--- config.mk ---
export PLATFORM = sky130hd
export DESIGN_NAME = cla_subtractor_pipe
export DESIGN_NICKNAME = d
export VERILOG_FILES = /design/src/rtl/cla_pkg.sv /design/src/rtl/cla_sub_slice.sv /design/src/rtl/cla_subtractor_pipe.sv
export SDC_FILE = /design/constraint.sdc
export NUM_CORES = 1
export LEC_CHECK = 0
export ABC_CLOCK_PERIOD_IN_PS = 1600
export CORE_MARGIN = 2
export CORE_UTILIZATION = 43
export DETAILED_ROUTE_END_ITERATION = 16
export GPL_ROUTABILITY_DRIVEN = 0
export PLACE_DENSITY_LB_ADDON = 0.05
export SETUP_SLACK_MARGIN = 0.5
export SLEW_MARGIN = 20
export SYNTH_ARGS = -nofsm -noshare
export SYNTH_HDL_FRONTEND = slang
export SYNTH_SLANG_ARGS = --single-unit
--- constraint.sdc ---
create_clock -name clk -period 1.6 [get_ports clk]
set_input_delay 0.16 -clock clk [delete_from_list [all_inputs] [get_ports clk]]
set_output_delay 0.16 -clock clk [all_outputs]
set_load 0.02 [all_outputs]
--- src/rtl/cla_pkg.sv ---
// Shared constants and the stage-1 payload type for the pipelined borrow-lookahead subtractor.
// The sign fields exist only when CLA_SUB_OVF_EN is defined.
package cla_pkg;

    localparam int CLA_WIDTH = 10;
    localparam int CLA_HALF  = CLA_WIDTH / 2;

    // Field widths set the widest supported operand: WIDTH may be any even value from 4 up to CLA_WIDTH.
    typedef struct packed {
        logic [CLA_HALF-1:0] loDiff;
        logic                borrow;
        logic [CLA_HALF-1:0] hiA;
        logic [CLA_HALF-1:0] hiB;
`ifdef CLA_SUB_OVF_EN
        logic                signA;
        logic                signB;
`endif
    } s1_payload_t;

endpackage

--- src/rtl/cla_sub_slice.sv ---
// Combinational borrow-lookahead subtractor slice: d = x - y - bi (mod 2^W), bo = borrow out.
module cla_sub_slice #(
    parameter int W = 5
) (
    input  logic [W-1:0] x,
    input  logic [W-1:0] y,
    input  logic         bi,
    output logic [W-1:0] d,
    output logic         bo
);

    logic [W-1:0] gen;
    logic [W-1:0] prop;
    logic [W:0]   borrow;
    logic         groupBorrow;
    logic         groupProp;

    assign gen  = ~x & y;
    assign prop = ~(x ^ y);

    // Every borrow is expanded directly over the lower bits rather than rippled from its neighbour.
    always_comb begin
        borrow      = '0;
        groupBorrow = 1'b0;
        groupProp   = 1'b0;
        borrow[0]   = bi;
        for (int i = 0; i < W; i++) begin
            groupBorrow = gen[i];
            groupProp   = prop[i];
            for (int j = i - 1; j >= 0; j--) begin
                groupBorrow = groupBorrow | (groupProp & gen[j]);
                groupProp   = groupProp & prop[j];
            end
            borrow[i+1] = groupBorrow | (groupProp & bi);
        end
    end

    assign d  = x ^ y ^ borrow[W-1:0];
    assign bo = borrow[W];

endmodule

--- src/rtl/cla_subtractor_pipe.sv ---
// Two-stage pipelined borrow-lookahead subtractor with valid/ready handshakes on both sides.
// Defining CLA_SUB_OVF_EN adds the registered two's-complement overflow output ovf.
module cla_subtractor_pipe
    import cla_pkg::*;
#(
    parameter int WIDTH = CLA_WIDTH
) (
    input  logic             clk,
    input  logic             rst_n,
    input  logic [WIDTH-1:0] a,
    input  logic [WIDTH-1:0] b,
    input  logic             bin,
    input  logic             in_valid,
    output logic             in_ready,
    output logic [WIDTH-1:0] d,
    output logic             bout,
`ifdef CLA_SUB_OVF_EN
    output logic             ovf,
`endif
    output logic             out_valid,
    input  logic             out_ready
);

    localparam int HALF = WIDTH / 2;

    logic             s1Valid_q;
    logic             s1Valid_d;
    logic             s2Valid_q;
    logic             s2Valid_d;
    s1_payload_t      s1Payload_q;
    s1_payload_t      s1Payload_d;
    logic [WIDTH-1:0] d_q;
    logic [WIDTH-1:0] d_d;
    logic             bout_q;
    logic             bout_d;
`ifdef CLA_SUB_OVF_EN
    logic             ovf_q;
    logic             ovf_d;
`endif

    logic             s2Free;
    logic             s2Load;
    logic             inFire;
    logic [HALF-1:0]  loDiff;
    logic             loBorrow;
    logic [HALF-1:0]  hiDiff;
    logic             hiBorrow;

    // Stage 2 can take new data when empty or draining; stage 1 when empty or moving into stage 2.
    assign s2Free   = !s2Valid_q || out_ready;
    assign in_ready = !s1Valid_q || s2Free;
    assign inFire   = in_valid && in_ready;
    assign s2Load   = s1Valid_q && s2Free;

    cla_sub_slice #(
        .W (HALF)
    ) u_loSlice (
        .x  (a[HALF-1:0]),
        .y  (b[HALF-1:0]),
        .bi (bin),
        .d  (loDiff),
        .bo (loBorrow)
    );

    cla_sub_slice #(
        .W (HALF)
    ) u_hiSlice (
        .x  (s1Payload_q.hiA[HALF-1:0]),
        .y  (s1Payload_q.hiB[HALF-1:0]),
        .bi (s1Payload_q.borrow),
        .d  (hiDiff),
        .bo (hiBorrow)
    );

    always_comb begin
        s1Valid_d   = s1Valid_q;
        s1Payload_d = s1Payload_q;
        if (inFire) begin
            s1Valid_d                    = 1'b1;
            s1Payload_d                  = '0;
            s1Payload_d.loDiff[HALF-1:0] = loDiff;
            s1Payload_d.borrow           = loBorrow;
            s1Payload_d.hiA[HALF-1:0]    = a[WIDTH-1:HALF];
            s1Payload_d.hiB[HALF-1:0]    = b[WIDTH-1:HALF];
`ifdef CLA_SUB_OVF_EN
            s1Payload_d.signA            = a[WIDTH-1];
            s1Payload_d.signB            = b[WIDTH-1];
`endif
        end else if (s2Free) begin
            s1Valid_d = 1'b0;
        end
    end

    always_comb begin
        s2Valid_d = s2Valid_q;
        d_d       = d_q;
        bout_d    = bout_q;
`ifdef CLA_SUB_OVF_EN
        ovf_d     = ovf_q;
`endif
        if (s2Free) begin
            s2Valid_d = s1Valid_q;
        end
        if (s2Load) begin
            d_d    = {hiDiff, s1Payload_q.loDiff[HALF-1:0]};
            bout_d = hiBorrow;
`ifdef CLA_SUB_OVF_EN
            ovf_d  = (s1Payload_q.signA != s1Payload_q.signB) &&
                     (hiDiff[HALF-1] != s1Payload_q.signA);
`endif
        end
    end

    // Reset drops everything in flight; result registers clear so outputs read 0 until the next result.
    always_ff @(posedge clk or negedge rst_n) begin
        if (!rst_n) begin
            s1Valid_q   <= 1'b0;
            s2Valid_q   <= 1'b0;
            s1Payload_q <= '0;
            d_q         <= '0;
            bout_q      <= 1'b0;
`ifdef CLA_SUB_OVF_EN
            ovf_q       <= 1'b0;
`endif
        end else begin
            s1Valid_q   <= s1Valid_d;
            s2Valid_q   <= s2Valid_d;
            s1Payload_q <= s1Payload_d;
            d_q         <= d_d;
            bout_q      <= bout_d;
`ifdef CLA_SUB_OVF_EN
            ovf_q       <= ovf_d;
`endif
        end
    end

    assign d         = d_q;
    assign bout      = bout_q;
    assign out_valid = s2Valid_q;
`ifdef CLA_SUB_OVF_EN
    assign ovf       = ovf_q;
`endif

endmodule
==> run summary, run 1 <==
TIMING
------------------------------------------------------------------------------------------
Achievable frequency                                                               640 MHz
Max-slew violation count                                                                 0
Max Clock Skew                                                                     4.16 ps
Actual slew at the worst max-slew pin                                               359 ps
Setup repair after global routing missed its margin                                    yes
Final setup vio count                                                                    0
Tmin final                                                                         1560 ps
Share of the cycle needed by the critical path after routing                         97.7%
Relative max-transition margin                                                       76.1%
Number of hold-slack violations in the final timing report                               0

LOGIC SYNTHESIS
------------------------------------------------------------------------------------------
Compound-cell area share of the yosys netlist                                        10.3%
Sequential cell area fraction in the yosys report                                    48.5%
Flops & latches, synth                                                                  29
Share of synthesized cell area in full adder, half adder and majority cells          12.7%
Count of cell types in the netlist                                                      26
Number of warnings issued by yosys                                                       0
Mapped cell area                                                                 1500 um^2
Number of cells produced by synthesis                                                  158
Synthesized area per cell                                                        9.46 um^2
Nets in the synthesized netlist                                                        197
Fraction of synthesized area in multiplexers                                            0%
Combinational family with the most area after synthesis                       simple AND/OR/NAND/NOR gates
Xor/xnor cell area share of the yosys netlist                                        3.51%
Simple-gate area share of the yosys netlist                                          20.4%

FINISH
------------------------------------------------------------------------------------------
Number of nets at the end of the flow                                                  262
Area growth, synth to finish                                                         57.7%
Most used cells in the layout excluding fill and tap cells                    38 x sky130_fd_sc_hd__nand2_1, 27 x sky130_fd_sc_hd__dfrtp_1, 19 x sky130_fd_sc_hd__buf_4
Share of the core filled with cells in the final layout                              70.7%
FILL cells                                                                             274
Final cell count without fillers                                                       270
Fraction of layout cells with a size suffix above 1                                  43.3%
Antenna fix cells                                                                        0
Most common cell after layout, fill and taps aside                            sky130_fd_sc_hd__nand2_1

SETUP PATH
------------------------------------------------------------------------------------------
Critical Path RT                                                                   1850 ps
Worst R2R Setup Slack                                                                40 ps
Largest fanout on the critical path                                                      3
Critical path launch point                                                    s1Payload_q[0]
CP Data Arrival Time                                                               1810 ps
Startpoint of the most critical register-to-register path                     s1Payload_q[0]
CP endpoint kind                                                                  register
Worst r2r dst                                                                         d[8]
Startpoint type of the worst setup path                                           register
Crit path kind                                                                register to register
Depth of the most critical reg-to-reg path                                               5

GLOBAL ROUTING
------------------------------------------------------------------------------------------
Number of global-route vias before repair                                             1190
Wire length of the first global-routing pass                                       5150 um
GRT Total Usage                                                                      16.7%
Number of antenna violations at the first check in global routing                        0
Congestion Overflow GR                                                                   0
Largest net degree at the start of global routing                                       30

RUN STATUS
------------------------------------------------------------------------------------------
Result of the run                                                             complete, no violations

CTS
------------------------------------------------------------------------------------------
Clock tree from TritonCTS                                                            built
Number of buffers added by the clock tree synthesis step                                 5
CTS Root Buffer Type                                                          sky130_fd_sc_hd__clkbuf_4
Hold_buf cts                                                                             0
Clk Latency, worst-skew pair                                                        320 ps
Clock sink total                                                                        29
Max clock buf depth                                                                      2
Worst-path clk slew                                                                  90 ps
CTS H-Tree Depth                                                                         2

PLACEMENT
------------------------------------------------------------------------------------------
Placed Cells incl. Taps                                                                246
# port buffers                                                                          37
Detailed placement HPWL                                                            2130 um

ROUTING
------------------------------------------------------------------------------------------
Via count                                                                             1285
Routed vias/inst                                                                      4.76
Drt initial violations                                                                  65
Drt wl/cell                                                                        11.7 um
Antenna violation net count after detailed routing                                       0
Length of the first detailed-routing pass in iterations                                  4
Total Wirelength                                                                   3160 um
DRC violation count after routing                                                        0

FLOORPLAN
------------------------------------------------------------------------------------------
Initial cell density of the core                                                     44.8%
Area enclosed by the die boundary                                                3960 um^2
Placeable core area                                                              3340 um^2
Die Y                                                                              63.0 um
Die width                                                                          63.0 um
Number of rows in the core area                                                         21
IO Count                                                                                38

PWR
------------------------------------------------------------------------------------------
Power Density                                                                 1050 nW/um^2
Peak supply drop                                                                    472 uV
Leakage                                                                            1.14 nW

FLOW RUN
------------------------------------------------------------------------------------------
Count of maximum capacitance violations                                                  0

WORST HOLD PATH
------------------------------------------------------------------------------------------
Hold/Removal Path Class                                                       input port to asynchronous set/reset pin

==> worst max-delay path by stage <==
stage	slack (ps)	cells past startpoint	endpoint
3_5_place_dp	-340	8	s1Payload_q[15]
4_1_cts	50	6	d[9]
2_1_floorplan	70	5	d[9]
3_3_place_gp	-310	8	s1Payload_q[15]
5_1_grt	-40	6	d[8]
6_report	40	5	d[8]
==> layer usage <==
layer  vias up  wire length, um  track usage, %
met3         6              189            6.49
met4         0               56            5.83
met5         -                0               0
met1       600             1400            19.5
met2        31             1520            27.9
li1        648                -               -
==> Yosys cell counts <==
cell | n | area, um^2
sky130_fd_sc_hd__a21o_1 | 2 | 15.0
sky130_fd_sc_hd__a21oi_1 | 6 | 30.0
sky130_fd_sc_hd__a221o_1 | 1 | 10.0
sky130_fd_sc_hd__a221o_2 | 1 | 11.3
sky130_fd_sc_hd__a31oi_1 | 2 | 12.5
sky130_fd_sc_hd__and2_1 | 3 | 18.8
sky130_fd_sc_hd__and2_4 | 1 | 8.76
sky130_fd_sc_hd__and3_1 | 1 | 6.26
sky130_fd_sc_hd__and3_4 | 1 | 11.3
sky130_fd_sc_hd__buf_2 | 3 | 15.0
sky130_fd_sc_hd__buf_6 | 1 | 11.3
sky130_fd_sc_hd__clkbuf_1 | 1 | 3.75
sky130_fd_sc_hd__dfrtp_1 | 29 | 726
sky130_fd_sc_hd__fa_1 | 2 | 40.0
sky130_fd_sc_hd__ha_1 | 12 | 150
sky130_fd_sc_hd__inv_1 | 10 | 37.5
sky130_fd_sc_hd__nand2_1 | 47 | 176
sky130_fd_sc_hd__nand2b_1 | 3 | 18.8
sky130_fd_sc_hd__nand3_1 | 2 | 10.0
sky130_fd_sc_hd__nand3b_4 | 1 | 20.0
sky130_fd_sc_hd__nor2_1 | 6 | 22.5
sky130_fd_sc_hd__o21ai_0 | 13 | 65.1
sky130_fd_sc_hd__o21ai_1 | 2 | 10.0
sky130_fd_sc_hd__or3_1 | 2 | 12.5
sky130_fd_sc_hd__xnor2_1 | 2 | 17.5
sky130_fd_sc_hd__xor2_1 | 4 | 35.0
==> final cells by class <==
type	instances	area, um^2	area share [%]
clock inverter	1	5.00	0.212
tap	46	57.6	2.44
timing repair buffer	63	541	22.9
sequential	29	728	30.9
multi-input combinational	114	906	38.4
clock buffer	7	65.1	2.76
inverter	10	56.3	2.39
==> where the power goes <==
part,total [mW],switching [mW],internal (mW),leakage (nW)
registers,0.989,0.0948,0.894,0.348
logic,0.991,0.504,0.488,0.747
clock network,0.500,0.246,0.254,0.0413
==> sequential cells by signal, indices dropped and copies added (netlist names) <==
| register | count |
|---|---|
| s1Valid_q | 1 |
| out_valid | 1 |
| bout | 1 |
| d | 10 |
| s1Payload_q | 16 |
==> worst max-delay path: stages (launching register included) <==
cell,delay (ps)
sky130_fd_sc_hd__dfrtp_1,410
sky130_fd_sc_hd__ha_4,240
sky130_fd_sc_hd__a21o_1,180
sky130_fd_sc_hd__a221o_2,380
sky130_fd_sc_hd__xor2_2,150
sky130_fd_sc_hd__o21ai_1,130
==> per-stage QoR <==
| stage | cell area [um^2] | hold WS [ps] | setup WS [ps] | power [mW] | TNS [ps] |
|---|---|---|---|---|---|
| 2_1_floorplan | 1580 | -136 | 69.0 | 1.50 | 0 |
| 3_5_place_dp | 2060 | 463 | -336 | 1.89 | -1200 |
| 4_1_cts | 2190 | 217 | 45.6 | 2.37 | 0 |
| 3_3_place_gp | 2060 | 457 | -312 | 1.86 | -1030 |
| 6_report | 2360 | 210 | 37.4 | 2.48 | 0 |
| 5_1_grt | 2360 | 242 | -38.0 | 2.66 | -69.9 |
==> logic make-up after synthesis <==
kind of cell             Yosys count
AND/OR/NAND/NOR                   67
flip-flops                        29
AO/OA/AOI/OAI                     27
buffers and inverters             15
adder cells (fa/ha/maj)           14
XOR/XNOR                           6
==> repair_timing <==
| item | in CTS | in global routing |
|---|---|---|
| pin swaps | 15 | 20 |
| resized for setup | 86 | 38 |
| endpoints found under the setup margin | 30 | 22 |
| buffers inserted | 7 | 9 |
Power figures use the tool's default switching activity.
==> run 2: changes to the inputs <==
--- a/config.mk
+++ b/config.mk
@@ -10,8 +10,7 @@
 export CORE_UTILIZATION = 43
 export DETAILED_ROUTE_END_ITERATION = 16
 export GPL_ROUTABILITY_DRIVEN = 0
-export PLACE_DENSITY_LB_ADDON = 0.05
-export SETUP_SLACK_MARGIN = 0.5
+export PLACE_DENSITY_LB_ADDON = 0.08
 export SLEW_MARGIN = 20
 export SYNTH_ARGS = -nofsm -noshare
 export SYNTH_HDL_FRONTEND = slang
==> constraint.sdc (replaced) <==
create_clock -name clk -period 1.6 [get_ports clk]
set_input_delay 0.24 -clock clk [delete_from_list [all_inputs] [get_ports clk]]
set_output_delay 0.24 -clock clk [all_outputs]
set_load 0.02 [all_outputs]
==> run summary, run 2 (synthesis gave the netlist of run 1 again) <==
FLOORPLAN
--------------------------------------------------------------------------------
Die width                                                                63.0 um   unchanged
Die Y                                                                    63.0 um   unchanged
Area enclosed by the die boundary                                      3960 um^2   unchanged
Initial cell density of the core                                           44.8%   unchanged
IO Count                                                                      38   unchanged
Number of rows in the core area                                               21   unchanged
Placeable core area                                                    3340 um^2   unchanged

SETUP PATH
--------------------------------------------------------------------------------
Critical path's largest stage delay                                       610 ps   +200 ps
Top cell family by delay on the critical path                       buffers and inverters
Critical Path Slowest Stage Cell                                    sky130_fd_sc_hd__clkdlybuf4s50_1
Largest fanout on the critical path                                            2   -1
Crit path kind                                                      register to output port
Critical Path RT                                                         1360 ps   -490 ps
Count of buffer and inverter cells on the critical path                        1   +1
Startpoint type of the worst setup path                                 register
Critical path launch point                                                  d[2]
Cell Chain, Critical Path                                           clkdlybuf4s50_1
CP Data Arrival Time                                                     1310 ps   -500 ps
Startpoint of the most critical register-to-register path           s1Payload_q[5]
CP endpoint kind                                                     output port

GLOBAL ROUTING
--------------------------------------------------------------------------------
Number of antenna violations at the first check in global routing              0   unchanged
Largest net degree at the start of global routing                             30   unchanged
Wire length of the first global-routing pass                             4820 um   -6.4%
Congestion Overflow GR                                                         0   unchanged
GRT Total Usage                                                            15.8%   -0.90 points
Met3 GRT Util                                                              4.68%   -1.8 points
Number of global-route vias before repair                                   1110   -6.7%
Most heavily used metal layer in global routing                             met2
Met1 usage                                                                 18.9%   -0.63 points
GR Util met2                                                               26.1%   -1.9 points

TIMING
--------------------------------------------------------------------------------
Relative max-transition margin                                             62.7%   -13 points
Final setup vio count                                                          0   unchanged
Crit path setup slack, layout                                            50.4 ps   +13.0 ps
Max Clock Skew                                                           4.45 ps   +0.289 ps
Max-slew violation count                                                       0   unchanged
Share of the cycle needed by the critical path after routing               96.8%   -0.81 points
Actual slew at the worst max-slew pin                                     559 ps   +200 ps
Achievable frequency                                                     645 MHz   +0.84%
Tmin final                                                               1550 ps   -13.0 ps
Number of hold-slack violations in the final timing report                     0   unchanged

ROUTING
--------------------------------------------------------------------------------
Antenna violation net count after detailed routing                             0   unchanged
Drt wl/cell                                                              11.6 um   -0.87%
Via count                                                                   1217   -5.3%
Length of the first detailed-routing pass in iterations                        4   unchanged
Total Wirelength                                                         3000 um   -4.9%
Routed vias/inst                                                            4.70   -1.3%
Drt initial violations                                                        56   -14%
DRC violation count after routing                                              0   unchanged

PWR
--------------------------------------------------------------------------------
Power Density                                                       1100 nW/um^2   +4.9%
Share of power burned in the clock network                                 20.7%   +0.5 points
Total chip power                                                         2.44 mW   -1.6%
Leakage                                                                  1.05 nW   -8.0%
Proportion of total power due to net switching                             32.5%   -1.5 points
Sequential power share                                                     40.4%   +0.5 points
Sw power                                                                  793 uW   -6.1%
Combinational share of power                                               38.9%   -1.1 points
Internal power contribution                                              1.65 mW   +0.65%
Peak supply drop                                                          454 uV   -3.7%

FINISH
--------------------------------------------------------------------------------
Final cell area excluding filler cells                                 2210 um^2   -6.3%
Area growth, synth to finish                                               47.9%
Most common cell after layout, fill and taps aside                  sky130_fd_sc_hd__nand2_1
Fraction of layout cells with a size suffix above 1                        20.7%   -23 points
Final cell count without fillers                                             259   -4.1%
FILL cells                                                                   288   +5.1%
Number of nets at the end of the flow                                        251   -4.2%
Number of flip-flops under the largest register name                          16   unchanged
Top register by number of flip-flops                                 s1Payload_q
Share of the core filled with cells in the final layout                    66.3%   -4.4 points
Antenna fix cells                                                              0   unchanged
Most used cells in the layout excluding fill and tap cells          47 x sky130_fd_sc_hd__nand2_1, 33 x sky130_fd_sc_hd__clkdlybuf4s50_1, 29 x sky130_fd_sc_hd__dfrtp_1

PLACEMENT
--------------------------------------------------------------------------------
# port buffers                                                                37   unchanged
Placed Cells incl. Taps                                                      248   +0.81%
Detailed placement HPWL                                                  2210 um   +3.4%
Placed Instance Area                                                   2000 um^2   -3.0%
Worst setup timing slack at the placement stage                          -371 ps   -34.7 ps

CTS
--------------------------------------------------------------------------------
Clock tree from TritonCTS                                                  built
Number of buffers added by the clock tree synthesis step                       5   unchanged
Max clock buf depth                                                            2   unchanged
CTS Root Buffer Type                                                sky130_fd_sc_hd__clkbuf_4
CTS H-Tree Depth                                                               2   unchanged
Clk Latency, worst-skew pair                                              330 ps   about the same
Clock sink total                                                              29   unchanged
Worst-path clk slew                                                        90 ps   about the same
Hold_buf cts                                                                   0   unchanged

FLOW RUN
--------------------------------------------------------------------------------
Count of maximum capacitance violations                                        0   unchanged

RUN STATUS
--------------------------------------------------------------------------------
Result of the run                                                   complete, no violations

WORST HOLD PATH
--------------------------------------------------------------------------------
Hold/Removal Path Class                                             input port to asynchronous set/reset pin

## run 2: metrics by stage
step	TNS, ps	hold WS, ps
detailed placement	-2030	462
global route	-22.5	315
floorplan	0	-55.6
CTS	0	287
global placement	-1340	454
finish	0	279
## run 2: timing repair
action / in CTS / in global routing
pin swaps: 1 / 9
endpoints found under the hold margin: 0 / 0
endpoints found under the setup margin: 5 / 6
gates cloned: 0 / 0
gates resized for setup: 4 / 17
setup buffers: 1 / 2
## run 2: power groups by stage
stage / sequential [mW] / combinational (mW) / clock [mW]
4_1_cts: 0.983 / 0.880 / 0.522
2_1_floorplan: 1.10 / 0.357 / 0
6_report: 0.987 / 0.948 / 0.505
3_5_place_dp: 0.997 / 0.866 / 0
3_3_place_gp: 0.988 / 0.847 / 0
5_1_grt: 1.01 / 1.04 / 0.550
## run 2: per-layer routing
metal | up-vias | wire (um)
li1 | 624 | -
met1 | 551 | 1340
met2 | 35 | 1440
met3 | 7 | 163
met4 | 0 | 61
met5 | - | 0
## run 2: final timing paths
| kind | to | cells past startpoint | slack [ps] |
|---|---|---|---|
| worst max register to register | d[8] | 6 | 70 |
| min in group clk | s1Payload_q[2] | 3 | 430 |
| worst max-delay path | d[2] | 1 | 50 |
| worst min-delay path | d[0] | 2 | 280 |
| max in group asynchronous | s1Payload_q[3] | 2 | 1050 |
| worst min register to register | d[1] | 2 | 480 |
## run 2: area by class of cell
type	instances	area, um^2	share of cell area, %
Multi-Input combinational cell	114	822	37.2
Sequential cell	29	726	32.8
Timing Repair Buffer	52	498	22.5
Clock buffer	7	65.1	2.94
Tap cell	46	57.6	2.60
Inverter	10	37.5	1.70
Clock inverter	1	5.00	0.226
==> run 3: changes to the inputs <==
--- a/config.mk
+++ b/config.mk
@@ -5,7 +5,7 @@
 export SDC_FILE = /design/constraint.sdc
 export NUM_CORES = 1
 export LEC_CHECK = 0
-export ABC_CLOCK_PERIOD_IN_PS = 1600
+export ABC_CLOCK_PERIOD_IN_PS = 1300
 export CORE_MARGIN = 2
 export CORE_UTILIZATION = 43
 export DETAILED_ROUTE_END_ITERATION = 16
==> constraint.sdc (replaced) <==
create_clock -name clk -period 1.3 [get_ports clk]
set_input_delay 0.195 -clock clk [delete_from_list [all_inputs] [get_ports clk]]
set_output_delay 0.195 -clock clk [all_outputs]
set_load 0.02 [all_outputs]
==> run summary, run 3 (synthesis gave the netlist of run 1 again) <==
CTS
--------------------------------------------------------------------------------
Hold_buf cts                                                                   0   unchanged
Max clock buf depth                                                            2   unchanged
Clock sink total                                                              29   unchanged
CTS Root Buffer Type                                                sky130_fd_sc_hd__clkbuf_4
Number of buffers added by the clock tree synthesis step                       5   unchanged
CTS H-Tree Depth                                                               2   unchanged
Worst-path clk slew                                                        90 ps   about the same
Clk Latency, worst-skew pair                                              320 ps   about the same
Clock tree from TritonCTS                                                  built

FINISH
--------------------------------------------------------------------------------
Fraction of layout cells with a size suffix above 1                        27.8%   +7.1 points
Number of nets at the end of the flow                                        261   +4.0%
Most used cells in the layout excluding fill and tap cells          47 x sky130_fd_sc_hd__nand2_1, 28 x sky130_fd_sc_hd__dfrtp_1, 19 x sky130_fd_sc_hd__buf_4
Top register by number of flip-flops                                 s1Payload_q
Share of the core filled with cells in the final layout                    69.3%   +3.0 points
Area growth, synth to finish                                               54.6%
Final cell area excluding filler cells                                 2310 um^2   +4.5%
Antenna fix cells                                                              0   unchanged
Number of flip-flops under the largest register name                          16   unchanged
Most common cell after layout, fill and taps aside                  sky130_fd_sc_hd__nand2_1

FLOORPLAN
--------------------------------------------------------------------------------
Area enclosed by the die boundary                                      3960 um^2   unchanged
Placeable core area                                                    3340 um^2   unchanged
Number of rows in the core area                                               21   unchanged
Die width                                                                63.0 um   unchanged
Die Y                                                                    63.0 um   unchanged
IO Count                                                                      38   unchanged
Initial cell density of the core                                           44.8%   unchanged

RUN STATUS
--------------------------------------------------------------------------------
Result of the run                                                   finished, violations left
Failing checks                                                      negative setup slack

GLOBAL ROUTING
--------------------------------------------------------------------------------
Congestion Overflow GR                                                         0   unchanged
Number of global-route vias before repair                                   1264   +14%
GRT Total Usage                                                            17.1%   +1.3 points
Wire length of the first global-routing pass                             5260 um   +9.3%
Number of antenna violations at the first check in global routing              0   unchanged
Largest net degree at the start of global routing                             30   unchanged

TIMING
--------------------------------------------------------------------------------
Crit path setup slack, layout                                            -269 ps   -319 ps
Actual slew at the worst max-slew pin                                     281 ps   -278 ps
Minimum hold slack                                                        218 ps   -60.7 ps
Relative max-transition margin                                             81.1%   +18 points
Final setup vio count                                                          4   +4
Sum Neg Setup Slack                                                      -921 ps   -921 ps
Max-slew violation count                                                       0   unchanged
Number of hold-slack violations in the final timing report                     0   unchanged
Setup repair after global routing missed its margin                          yes
Share of the cycle needed by the critical path after routing                121%
Max Clock Skew                                                           9.70 ps   +5.25 ps
Tmin final                                                               1570 ps
Achievable frequency                                                     637 MHz

ROUTING
--------------------------------------------------------------------------------
Via count                                                                   1232   +1.2%
Routed vias/inst                                                            4.58   -2.5%
DRC violation count after routing                                              0   unchanged
Total Wirelength                                                         3120 um   +3.8%
Length of the first detailed-routing pass in iterations                        4   unchanged
Drt initial violations                                                        58   +3.6%
Drt wl/cell                                                              11.6 um   about the same
Antenna violation net count after detailed routing                             0   unchanged

SETUP PATH
--------------------------------------------------------------------------------
Largest fanout on the critical path                                            3   +1
Critical Path Slowest Stage Cell                                    sky130_fd_sc_hd__dfrtp_1
Critical path's largest stage delay                                       380 ps   -230 ps
Cell Chain, Critical Path                                           inv_2, ha_4, a21o_1, a221o_2, xor2_1, o21ai_1
Critical Path RT                                                         1510 ps   +150 ps
CP endpoint kind                                                        register
Startpoint type of the worst setup path                                 register
Crit path kind                                                      register to register
CP Data Arrival Time                                                     1770 ps   +460 ps

PWR
--------------------------------------------------------------------------------
Power Density                                                       1290 nW/um^2   +17%
Internal power contribution                                              1.99 mW   +21%
Proportion of total power due to net switching                             33.3%   +0.84 points
Sequential power share                                                     40.3%   about the same
Combinational share of power                                               41.0%   +2.1 points
Share of power burned in the clock network                                 18.7%   -2.0 points
Leakage                                                                  1.12 nW   +6.7%
Sw power                                                                  997 uW   +26%
Peak supply drop                                                          561 uV   +23%

PLACEMENT
--------------------------------------------------------------------------------
# port buffers                                                                37   unchanged
Worst setup timing slack at the placement stage                          -550 ps   -179 ps
Placed Instance Area                                                   2150 um^2   +8.0%
Detailed placement HPWL                                                  2240 um   +1.7%

WORST HOLD PATH
--------------------------------------------------------------------------------
Hold/Removal Path Class                                             input port to asynchronous set/reset pin

FLOW RUN
--------------------------------------------------------------------------------
Count of maximum capacitance violations                                        0   unchanged

-- run 3: final cells by class --
class	instances	area, um^2
Multi-Input combinational cell	114	847
Timing Repair Buffer	62	581
Sequential cell	29	727
Inverter	10	40.0
Tap cell	46	57.6
Fill cell	283	1030
Clock buffer	8	58.8
-- run 3: worst paths after layout --
path	from	endpoint	slack, ps	cells after the start
max	s1Payload_q[5]	d[8]	-270	6
min	rst_n	d[1]	220	2
max reg2reg	s1Payload_q[5]	d[8]	-270	6
min reg2reg	s1Payload_q[13]	d[2]	470	2
max in group asynchronous	rst_n	s1Payload_q[15]	900	2
min in group clk	b[0]	s1Payload_q[11]	380	4
-- run 3: layer usage --
metal | track usage, % | wire length (um) | up-vias
met5 | 0 | 0 | -
met4 | 5.83 | 46 | 0
met3 | 5.77 | 155 | 6
met2 | 28.6 | 1500 | 29
met1 | 20.5 | 1410 | 552
li1 | - | - | 645
-- run 3: power by group through the flow --
stage / Clock [mW] / Combinational [mW] / Sequential, mW
floorplan: 0 / 0.459 / 1.36
global placement: 0 / 1.15 / 1.21
detailed placement: 0 / 1.18 / 1.23
CTS: 0.581 / 1.15 / 1.20
global route: 0.601 / 1.34 / 1.23
finish: 0.559 / 1.22 / 1.21
-- run 3: critical path: cells and delay by family (launching register included) --
kind | cells | cell delay (ps)
flops | 1 | 380
buf+inv | 1 | 80
compound gates | 3 | 660
fa+ha+maj | 1 | 200
xor+xnor | 1 | 150
-- run 3: through the flow --
step | std cells | power, mW
finish | 269 | 2.99
global route | 269 | 3.18
CTS | 268 | 2.94
detailed placement | 257 | 2.40
global placement | 257 | 2.36
floorplan | 158 | 1.82
-- run 3: timing repair --
item,in CTS,in global routing
setup buffers,3,1
gates resized for setup,35,16
gates cloned,0,0
hold endpoints to repair,0,0
setup endpoints to repair,23,5
pin swaps,11,9
